<file path="config.mk">
export PLATFORM = sky130hd
export DESIGN_NAME = store_unit
export DESIGN_NICKNAME = d
export VERILOG_FILES = /design/src/rtl/store_pkg.sv /design/src/rtl/store_buffer_fifo.sv /design/src/rtl/store_unit.sv
export SDC_FILE = /design/constraint.sdc
export NUM_CORES = 1
export LEC_CHECK = 0
export ABC_AREA = 1
export CAP_MARGIN = 10
export CORE_UTILIZATION = 58
export DETAILED_ROUTE_END_ITERATION = 10
export PLACE_DENSITY_LB_ADDON = 0.3
export SYNTH_ARGS = -nofsm -noshare
export SYNTH_HDL_FRONTEND = slang
export SYNTH_SLANG_ARGS = --single-unit
</file>
<file path="constraint.sdc">
create_clock -name clk -period 6.5 [get_ports clk]
set_input_delay 0.65 -clock clk [delete_from_list [all_inputs] [get_ports clk]]
set_output_delay 0.65 -clock clk [all_outputs]
set_load 0.02 [all_outputs]
</file>
<file path="src/rtl/store_pkg.sv">
// Shared types and lane-formation helper for the store path.
// Macro STORE_MISALIGN_SPLIT_EN adds the second-beat state for word-crossing stores.
package store_pkg;
  localparam logic [6:0] OP_STORE = 7'b0100011;
  localparam logic [2:0] F3_SB = 3'b000;
  localparam logic [2:0] F3_SH = 3'b001;
  localparam logic [2:0] F3_SW = 3'b010;
  localparam int ENT_ADDR_W = 32;

`ifdef STORE_MISALIGN_SPLIT_EN
  typedef enum logic [1:0] {IDLE, BEAT0, BEAT1} state_t;
`else
  typedef enum logic [1:0] {IDLE, BEAT0} state_t;
`endif

  typedef struct packed {
    logic [ENT_ADDR_W-1:0] addr;
    logic [31:0]           data;
    logic [1:0]            size;
  } store_ent_t;

  typedef struct packed {
    logic [63:0] sh;
    logic [7:0]  be;
  } lanes_t;

  // Spread data and byte mask across an 8-byte window starting at the word base.
  function automatic lanes_t form_lanes(input store_ent_t e);
    lanes_t     l;
    logic [3:0] mask;
    case (e.size)
      2'b00:   mask = 4'b0001;
      2'b01:   mask = 4'b0011;
      default: mask = 4'b1111;
    endcase
    l.sh = {32'b0, e.data} << {e.addr[1:0], 3'b000};
    l.be = {4'b0, mask} << e.addr[1:0];
    return l;
  endfunction
endpackage

</file>
<file path="src/rtl/store_buffer_fifo.sv">
// In-order store buffer: DEPTH-entry synchronous FIFO exposing head and the entry behind it.
module store_buffer_fifo #(
  parameter int DEPTH = 4,
  parameter int W     = 66
) (
  input  logic         clk,
  input  logic         rst,
  input  logic         push,
  input  logic         pop,
  input  logic [W-1:0] din,
  output logic [W-1:0] head,
  output logic [W-1:0] head_next,
  output logic         full,
  output logic         empty,
  output logic         many
);
  localparam int PW = $clog2(DEPTH);
  localparam logic [PW:0] DEPTH_C = (PW+1)'(DEPTH);

  logic [W-1:0]  mem [DEPTH];
  logic [PW-1:0] rd_ptr, wr_ptr;
  logic [PW:0]   count;
  logic          do_push, do_pop;

  assign do_push   = push & !full;
  assign do_pop    = pop & !empty;
  assign full      = (count == DEPTH_C);
  assign empty     = (count == '0);
  assign many      = (count > (PW+1)'(1));
  assign head      = mem[rd_ptr];
  assign head_next = mem[rd_ptr + PW'(1)];

  always_ff @(posedge clk) begin
    if (do_push) mem[wr_ptr] <= din;
  end

  always_ff @(posedge clk) begin
    if (rst) begin
      rd_ptr <= '0;
      wr_ptr <= '0;
      count  <= '0;
    end else begin
      if (do_push) wr_ptr <= wr_ptr + PW'(1);
      if (do_pop)  rd_ptr <= rd_ptr + PW'(1);
      case ({do_push, do_pop})
        2'b10:   count <= count + (PW+1)'(1);
        2'b01:   count <= count - (PW+1)'(1);
        default: ;
      endcase
    end
  end
endmodule

</file>
<file path="src/rtl/store_unit.sv">
// RISC-V store unit: buffers SB/SH/SW and drains lane-aligned word writes over req/gnt.
// Macro STORE_MISALIGN_SPLIT_EN: split word-crossing stores into two beats instead of dropping them.
module store_unit
  import store_pkg::*;
#(
  parameter int DEPTH  = 4,
  parameter int ADDR_W = 32
) (
  input  logic              clk,
  input  logic              rst,
  input  logic              st_valid,
  output logic              st_ready,
  input  logic [6:0]        op,
  input  logic [2:0]        func3,
  input  logic [ADDR_W-1:0] addr,
  input  logic [31:0]       data_in_st,
  output logic              mem_req,
  input  logic              mem_gnt,
  output logic [ADDR_W-1:0] mem_addr,
  output logic [31:0]       mem_wdata,
  output logic [3:0]        mem_be,
  output logic              busy,
  output logic              ill_func3,
  output logic              st_misaligned
);
  store_ent_t        din_ent, head, head_next, sel_ent;
  lanes_t            sel_lanes;
  state_t            state;
  logic              full, empty, many;
  logic              acc, is_store, f3_ok, push, pop;
  logic              sel_vld, ld, to_idle;
  logic [ADDR_W-1:0] beat0_addr;

  assign st_ready = !full & !rst;
  assign acc      = st_valid & st_ready;
  assign is_store = (op == OP_STORE);
  assign f3_ok    = (func3 == F3_SB) || (func3 == F3_SH) || (func3 == F3_SW);
  assign busy     = !empty | mem_req;

  assign din_ent.addr = ENT_ADDR_W'(addr);
  assign din_ent.data = data_in_st;
  assign din_ent.size = func3[1:0];

`ifdef STORE_MISALIGN_SPLIT_EN
  logic              split_q, to_b1;
  logic [ADDR_W-1:0] hi_addr;
  logic [31:0]       hi_wdata;
  logic [3:0]        hi_be;
  assign push = acc & is_store & f3_ok;
`else
  logic mis, unused_hi;
  assign mis  = ((func3 == F3_SH) && (addr[1:0] == 2'b11)) ||
                ((func3 == F3_SW) && (addr[1:0] != 2'b00));
  assign push = acc & is_store & f3_ok & !mis;
  assign unused_hi = ^{sel_lanes.sh[63:32], sel_lanes.be[7:4]};
`endif

  store_buffer_fifo #(.DEPTH(DEPTH), .W($bits(store_ent_t))) u_fifo (
    .clk(clk), .rst(rst), .push(push), .pop(pop), .din(din_ent),
    .head(head), .head_next(head_next), .full(full), .empty(empty), .many(many)
  );

  // Candidate for the next load: the buffer head as it will look after this cycle's push/pop.
  always_comb begin
    if (state == IDLE) begin
      sel_ent = empty ? din_ent : head;
      sel_vld = !empty | push;
    end else begin
      sel_ent = many ? head_next : din_ent;
      sel_vld = many | push;
    end
  end

  assign sel_lanes  = form_lanes(sel_ent);
  assign beat0_addr = ADDR_W'({sel_ent.addr[ENT_ADDR_W-1:2], 2'b00});

  always_comb begin
    ld      = 1'b0;
    to_idle = 1'b0;
`ifdef STORE_MISALIGN_SPLIT_EN
    to_b1   = 1'b0;
`endif
    case (state)
      IDLE: ld = sel_vld;
      BEAT0: if (mem_gnt) begin
`ifdef STORE_MISALIGN_SPLIT_EN
        if (split_q) to_b1 = 1'b1;
        else
`endif
        if (sel_vld) ld = 1'b1;
        else         to_idle = 1'b1;
      end
`ifdef STORE_MISALIGN_SPLIT_EN
      BEAT1: if (mem_gnt) begin
        if (sel_vld) ld = 1'b1;
        else         to_idle = 1'b1;
      end
`endif
      default: to_idle = 1'b1;
    endcase
  end

  assign pop = (ld | to_idle) & (state != IDLE);

  always_ff @(posedge clk) begin
    if (rst) begin
      state         <= IDLE;
      mem_req       <= 1'b0;
      mem_addr      <= '0;
      mem_wdata     <= '0;
      mem_be        <= '0;
      ill_func3     <= 1'b0;
      st_misaligned <= 1'b0;
`ifdef STORE_MISALIGN_SPLIT_EN
      split_q       <= 1'b0;
`endif
    end else begin
      ill_func3 <= acc & is_store & !f3_ok;
`ifdef STORE_MISALIGN_SPLIT_EN
      st_misaligned <= 1'b0;
`else
      st_misaligned <= acc & is_store & f3_ok & mis;
`endif
      if (ld) begin
        state     <= BEAT0;
        mem_req   <= 1'b1;
        mem_addr  <= beat0_addr;
        mem_wdata <= sel_lanes.sh[31:0];
        mem_be    <= sel_lanes.be[3:0];
`ifdef STORE_MISALIGN_SPLIT_EN
        hi_addr   <= beat0_addr + ADDR_W'(4);
        hi_wdata  <= sel_lanes.sh[63:32];
        hi_be     <= sel_lanes.be[7:4];
        split_q   <= |sel_lanes.be[7:4];
`endif
      end else if (to_idle) begin
        state     <= IDLE;
        mem_req   <= 1'b0;
        mem_addr  <= '0;
        mem_wdata <= '0;
        mem_be    <= '0;
`ifdef STORE_MISALIGN_SPLIT_EN
      end else if (to_b1) begin
        state     <= BEAT1;
        mem_addr  <= hi_addr;
        mem_wdata <= hi_wdata;
        mem_be    <= hi_be;
        split_q   <= 1'b0;
`endif
      end
    end
  end
endmodule

</file>
==> results.cfg, run 1 <==
[floorplan]
start_util = 0.5884
dieWidth_um = 175.2
die_area_um2 = 30680
die_h_um = 175.2
num_rows = 63
core-area_um2 = 29560
io_pins = 151

[place]
placed_area_um2 = 18870
port_buffers = 148
dp_hpwl_um = 30060
routabilityCongestion = 0.8873

[cells_and_area]
antennaDiodeCount = 0
nNetsFinal = 2259
drive_above_1_share = 0.05177
syn_to_final_growth_pct = 15.41
design_area_um2 = 20070
fillers = 2307

[grt]
use_met2 = 0.5612
grt_max_degree = 95
grt_pass1_vias = 15109
grt_util_met3 = 0.04809
antenna_found_initial = 0
busiest_layer = met2
overflow = 0
grt_use_met1 = 0.4028
grt_use_total = 0.3292
grt_pass1_wl_um = 78960

[worst_setup_path]
r2r_end = mem_be[0]
r2r-start = u_fifo.count[1]
reg2reg_depth = 11
path_max_fanout = 45
arrival_ps = 4360
crit_path_start = u_fifo.count[1]
critPathKind = reg -> reg
cp-start-kind = register
r2r_slack_ps = 2600
cp-end-kind = register
crit_required_ps = 6960

[logic_synthesis]
synth_edf_count = 264
synthTopCellsByArea = edfxtp_1 (46%), nand2_1 (16%), dfxtp_1 (9.0%), a21oi_1 (5.3%), nand3_1 (4.4%)
yosys.area.top_type = edfxtp_1
synth_cells = 2095
synth_most_common_cell = nand2_1
synthTopCellsByCount = nand2_1 (741), edfxtp_1 (264), a21oi_1 (184), nor2_1 (168), nand3_1 (154)
synth-async-reset-ratio = 0
ys.flop_type = edfxtp_1
syn_area_per_cell_um2 = 8.302
ys_types = 39
syn_area_um2 = 17390
yosysSeqAreaShare = 0.5456
synth-seq-cells = 342
synth_top_area_share = 0.4558
yosysWarningCount = 0

[clock_tree]
clkLatencyLatePin_ps = 540
cts_root_buffer = clkbuf_16
post_cts_resized = 0
cts_buffer_depth = 3
htreeDepth = 2
cts_made_buffers = 38
postCtsSetupRepairBufs = 0
postCtsHoldBufs = 0
cts_tree = built
cts.sinks = 342
clkTransAtPathRegs_ps = 60

[route]
detail-route-antenna-nets = 0
wl_per_cell_um = 19.56
drtIter0Drc = 1917
dr.pass1.iters = 6
vias = 15549
wl_um = 50700
via_per_inst = 5.999
drc = 0

[sta]
hold_viol = 0
finalSetupViolCount = 0
slew_headroom = 0.2048
max_clock_freq_ghz = 0.2562
rsz0062_at_grt = no
finalClockSkew_ps = 20.97
layout_min_cycle_time_ps = 3903
timing.final.crit_share = 0.6004
final_max_slew_viol_count = 0
tns_ps = 0
worst_slew_pin_slew_ps = 1190

[run_status]
status = finished, final reports clean

[worst_hold_path]
min_from = mem_addr[6]
hold_class = reg -> reg
hold_end = mem_addr[6]
min_path_cells = 2

[flow_run]
cap_violations = 0

[power_and_ir_drop]
vdd_drop_max_v = 0.0001712
power_density_nw_per_um2 = 229.0
p_leak_uw = 0.007702
power breakdown:
group          leakage (µW)  switching (µW)  internal (µW)
combinational       0.00412             113           70.2
sequential          0.00300           0.519           2350
clock              0.000584             853           1210
layout by cell type (no fill, tap or decap), types with 22 or more instances in the layout:
master and instances:
inv_1 139, dfxtp_1 75, edfxtp_1 264, o21ai_0 66
clkdlybuf4s50_1 147, a21oi_1 184, nand3_1 154, buf_4 22
clkbuf_16 39, nor2_1 164, nand2_1 741, o22ai_1 38
sequential cells by signal, summed over array words and instances (netlist names), named ones only:
register / cells
u_fifo.mem: 264
u_fifo.count: 3
mem_be: 4
st_misaligned: 1
mem_addr: 30
mem_wdata: 32
ill_func3: 1
u_fifo.wr_ptr: 2
state: 1
u_fifo.rd_ptr: 2
worst max path at each step:
stage | to | slack [ps] | depth (start not counted)
after floorplan | u_fifo.mem[0][0] | 1800 | 6
after global routing | mem_be[0] | 2390 | 11
final | mem_be[0] | 2600 | 11
after global placement | mem_be[0] | 2750 | 11
after CTS | mem_be[0] | 2630 | 11
after detailed placement | mem_be[0] | 2630 | 11
layout make-up:
cell class	instances	area, µm²	share of cell area
clock buffer	59	1101	0.05486
clock inverter	11	97.59	0.004862
inverter	149	559.3	0.02786
multi-input combinational	1469	6649	0.3313
sequential	342	9495	0.4731
tap	390	488.0	0.02431
timing repair buffer	172	1682	0.08378
cell families (layout without fill, tap and decap cells):
logic type	count (synthesis)	in the layout	share of synthesized area
simple gates	1114	1114	0.2608
compound gates	343	343	0.1112
flops	342	342	0.5456
buf+inv	285	391	0.07518
fa+ha+maj	9	9	0.006475
other cells	1	2	0.0002156
xor+xnor	1	1	0.0005037
metal layers:
metal | up-vias | part of all wire
li1 | 7132 | -
met1 | 7297 | 0.37
met2 | 932 | 0.48
met3 | 188 | 0.094
met4 | 0 | 0.052
met5 | - | 0
worst max-delay path, stage by stage, from the launching register on:
cell     delay, ps
dfxtp_1        350
inv_1          110
ha_1           200
nand2_1        100
nand3_2        540
nand2_2        830
inv_2          190
a21oi_4        560
buf_4          520
and2_1         220
nand2_1         50
a21oi_1        130
metrics by stage:
| stage | worst slack, ps | hold WS, ps | std cells | total power (µW) | utilization |
|---|---|---|---|---|---|
| 2_1_floorplan | 1795 | 462.6 | 2096 | 2474 | - |
| 4_1_cts | 2635 | 468.1 | 2592 | 4604 | 0.6790 |
| 5_1_grt | 2392 | 485.5 | 2592 | 4703 | 0.6790 |
| 3_5_place_dp | 2630 | 460.4 | 2522 | 2576 | 0.6385 |
| 3_3_place_gp | 2751 | 452.5 | 2522 | 2573 | 0.6385 |
| 6_report | 2597 | 465.4 | 2592 | 4597 | 0.6790 |
Power figures use the tool's default switching activity.
==> run 2, diff against run 1 <==
==> constraint.sdc (replaced) <==
create_clock -name clk -period 4.02 [get_ports clk]
set_input_delay 0.402 -clock clk [delete_from_list [all_inputs] [get_ports clk]]
set_output_delay 0.402 -clock clk [all_outputs]
set_load 0.02 [all_outputs]
==> run 2 against run 1 <==
Net effect: via count grew 0.99%; clock power grew 78%; sequential power grew 62%; count of clock-buffer cells in the layout shrank 8; sequential share of layout area shrank 0.49 points; non-clock buffer count grew 10; global-route usage grew 0.79 points; critical endpoint is now busy; largest power group unchanged.
==> results.cfg, run 2 (synthesis results as in run 1) <==
[run_status]
status = finished, final reports clean

[cells_and_area]
nNetsFinal = 2268
layout_common_cells = nand2_1 (741), edfxtp_1 (264), a21oi_1 (184)
largest_register_ffs = 264
final_common_cell = nand2_1
drive_above_1_share = 0.05928
antennaDiodeCount = 0
syn_to_final_growth_pct = 16.62
reg.largest.list = u_fifo.mem (264), mem_wdata (32), mem_addr (30)
final_cell_count_no_fill = 2600
top_register = u_fifo.mem

[worst_setup_path]
max_stage_delay_ps = 740
crit_required_ps = 3620
cp-end-kind = output pin
r2r-start = u_fifo.rd_ptr[1]
cp-start-kind = register
r2r_end = mem_be[0]
arrival_ps = 2950
critPathKind = reg -> out
path_max_fanout = 36
path_buf_inv = 2
crit_path_start = state[0]
endpoint = busy
cp_cell_sequence = inv_2 -> nand2_2 -> clkdlybuf4s50_1
reg2reg_depth = 10
slowest_stage = clkdlybuf4s50_1
crit_family = buffers and inverters
crit_cells = 3
r2r_slack_ps = 910

[grt]
grt_use_total = 0.3371
grt_max_degree = 72
grt_pass1_vias = 15494
grt_pass1_wl_um = 80680
overflow = 0
antenna_found_initial = 0

[clock_tree]
clkTransAtPathRegs_ps = 60
cts_tree = built
cts_root_buffer = clkbuf_16
cts_buffer_depth = 3
htreeDepth = 2
postCtsHoldBufs = 0
cts.sinks = 342
post_cts_resized = 0
clkLatencyLatePin_ps = 530
cts_made_buffers = 37
postCtsSetupRepairBufs = 0

[place]
routabilityCongestion = 0.9424
port_buffers = 148
placed_cells = 2532
dp_hpwl_um = 31140

[power_and_ir_drop]
vdd_drop_max_v = 0.0002529
p_leak_uw = 0.007822
power_density_nw_per_um2 = 383.1

[floorplan]
die_area_um2 = 30680
io_pins = 151
die_h_um = 175.2
dieWidth_um = 175.2
start_util = 0.5884
num_rows = 63
core-area_um2 = 29560

[sta]
max_clock_freq_ghz = 0.2983
finalSetupViolCount = 0
tns_ps = 0
finalClockSkew_ps = 11.46
slew_headroom = 0.4005
timing.final.crit_share = 0.8339
final_max_slew_viol_count = 0
worst_slew_pin_slew_ps = 896.1
rsz0062_at_grt = no
hold_viol = 0
layout_min_cycle_time_ps = 3352

[route]
drtIter0Drc = 1867
route.met3.wl_um = 5258
dr.pass1.iters = 6
wl_um = 51910
via_per_inst = 6.040
wl_per_cell_um = 19.97
wl_met1_um = 19510
dr.max_layer_used = met4
detail-route-antenna-nets = 0
drc = 0
met2_length_um = 24860
vias = 15703

[flow_run]
cap_violations = 0

[worst_hold_path]
hold_class = in -> reg
-- run 2: changes by cell type in the layout (fill, tap and decap cells not counted), sizes merged --
cell    change
clkbuf      -8
bufinv      +5
buf        +10
clkinv      -1
inv         +2
-- run 2: stage by stage --
| step | power, µW | hold WS, ps | setup WS, ps | util | instance area, µm² |
|---|---|---|---|---|---|
| global route | 7936 | 304.8 | 646.6 | 0.6861 | 20280 |
| detailed placement | 4163 | 455.4 | 952.0 | 0.6414 | 18960 |
| finish | 7770 | 290.7 | 667.7 | 0.6861 | 20280 |
| CTS | 7780 | 274.7 | 704.6 | 0.6861 | 20280 |
| floorplan | 4000 | 462.6 | -574.4 | - | 17400 |
| global placement | 4157 | 451.9 | 968.4 | 0.6414 | 18960 |
-- run 2: worst min-delay path by stage --
| stage | from | to | slack [ps] | cells past startpoint |
|---|---|---|---|---|
| 5_1_grt | rst | ill_func3 | 300 | 4 |
| 3_5_place_dp | mem_wdata[7] | mem_wdata[7] | 460 | 2 |
| 3_3_place_gp | mem_wdata[7] | mem_wdata[7] | 450 | 2 |
| 4_1_cts | rst | ill_func3 | 270 | 4 |
| 2_1_floorplan | u_fifo.wr_ptr[0] | u_fifo.wr_ptr[0] | 460 | 1 |
| 6_report | rst | ill_func3 | 290 | 4 |
-- run 2: routing by layer --
| metal | up-vias | track usage |
|---|---|---|
| met4 | 0 | 0.1736 |
| met2 | 998 | 0.5632 |
| met1 | 7395 | 0.4183 |
| met5 | - | 0 |
| met3 | 172 | 0.06179 |
| li1 | 7138 | - |
-- run 2: worst reg2reg max path, stage by stage, from the launching register on --
cell and delay [ps]:
dfxtp_1 740, nand2_4 430, inv_1 550, nand2_1 110, nand3_1 110, nand2_1 90
nand3_4 230, inv_2 310, and2_1 270, nand2_1 60, a21oi_1 60
-- run 2: layout make-up --
class / instances / area [µm²]
clock inverter: 17 / 239.0
inverter: 149 / 559.3
clock buffer: 51 / 1082
multi-input combinational: 1469 / 6649
sequential: 342 / 9495
timing repair buffer: 182 / 1769
tap: 390 / 488.0
fill: 2311 / 9278
-- run 2: power breakdown --
part           switching (µW)  internal (µW)  leakage [µW]  total [µW]
logic                     182            113       0.00417         295
clock network            1400           2280      0.000652        3670
registers               0.855           3800       0.00300        3800
total                    1580           6190       0.00782        7770
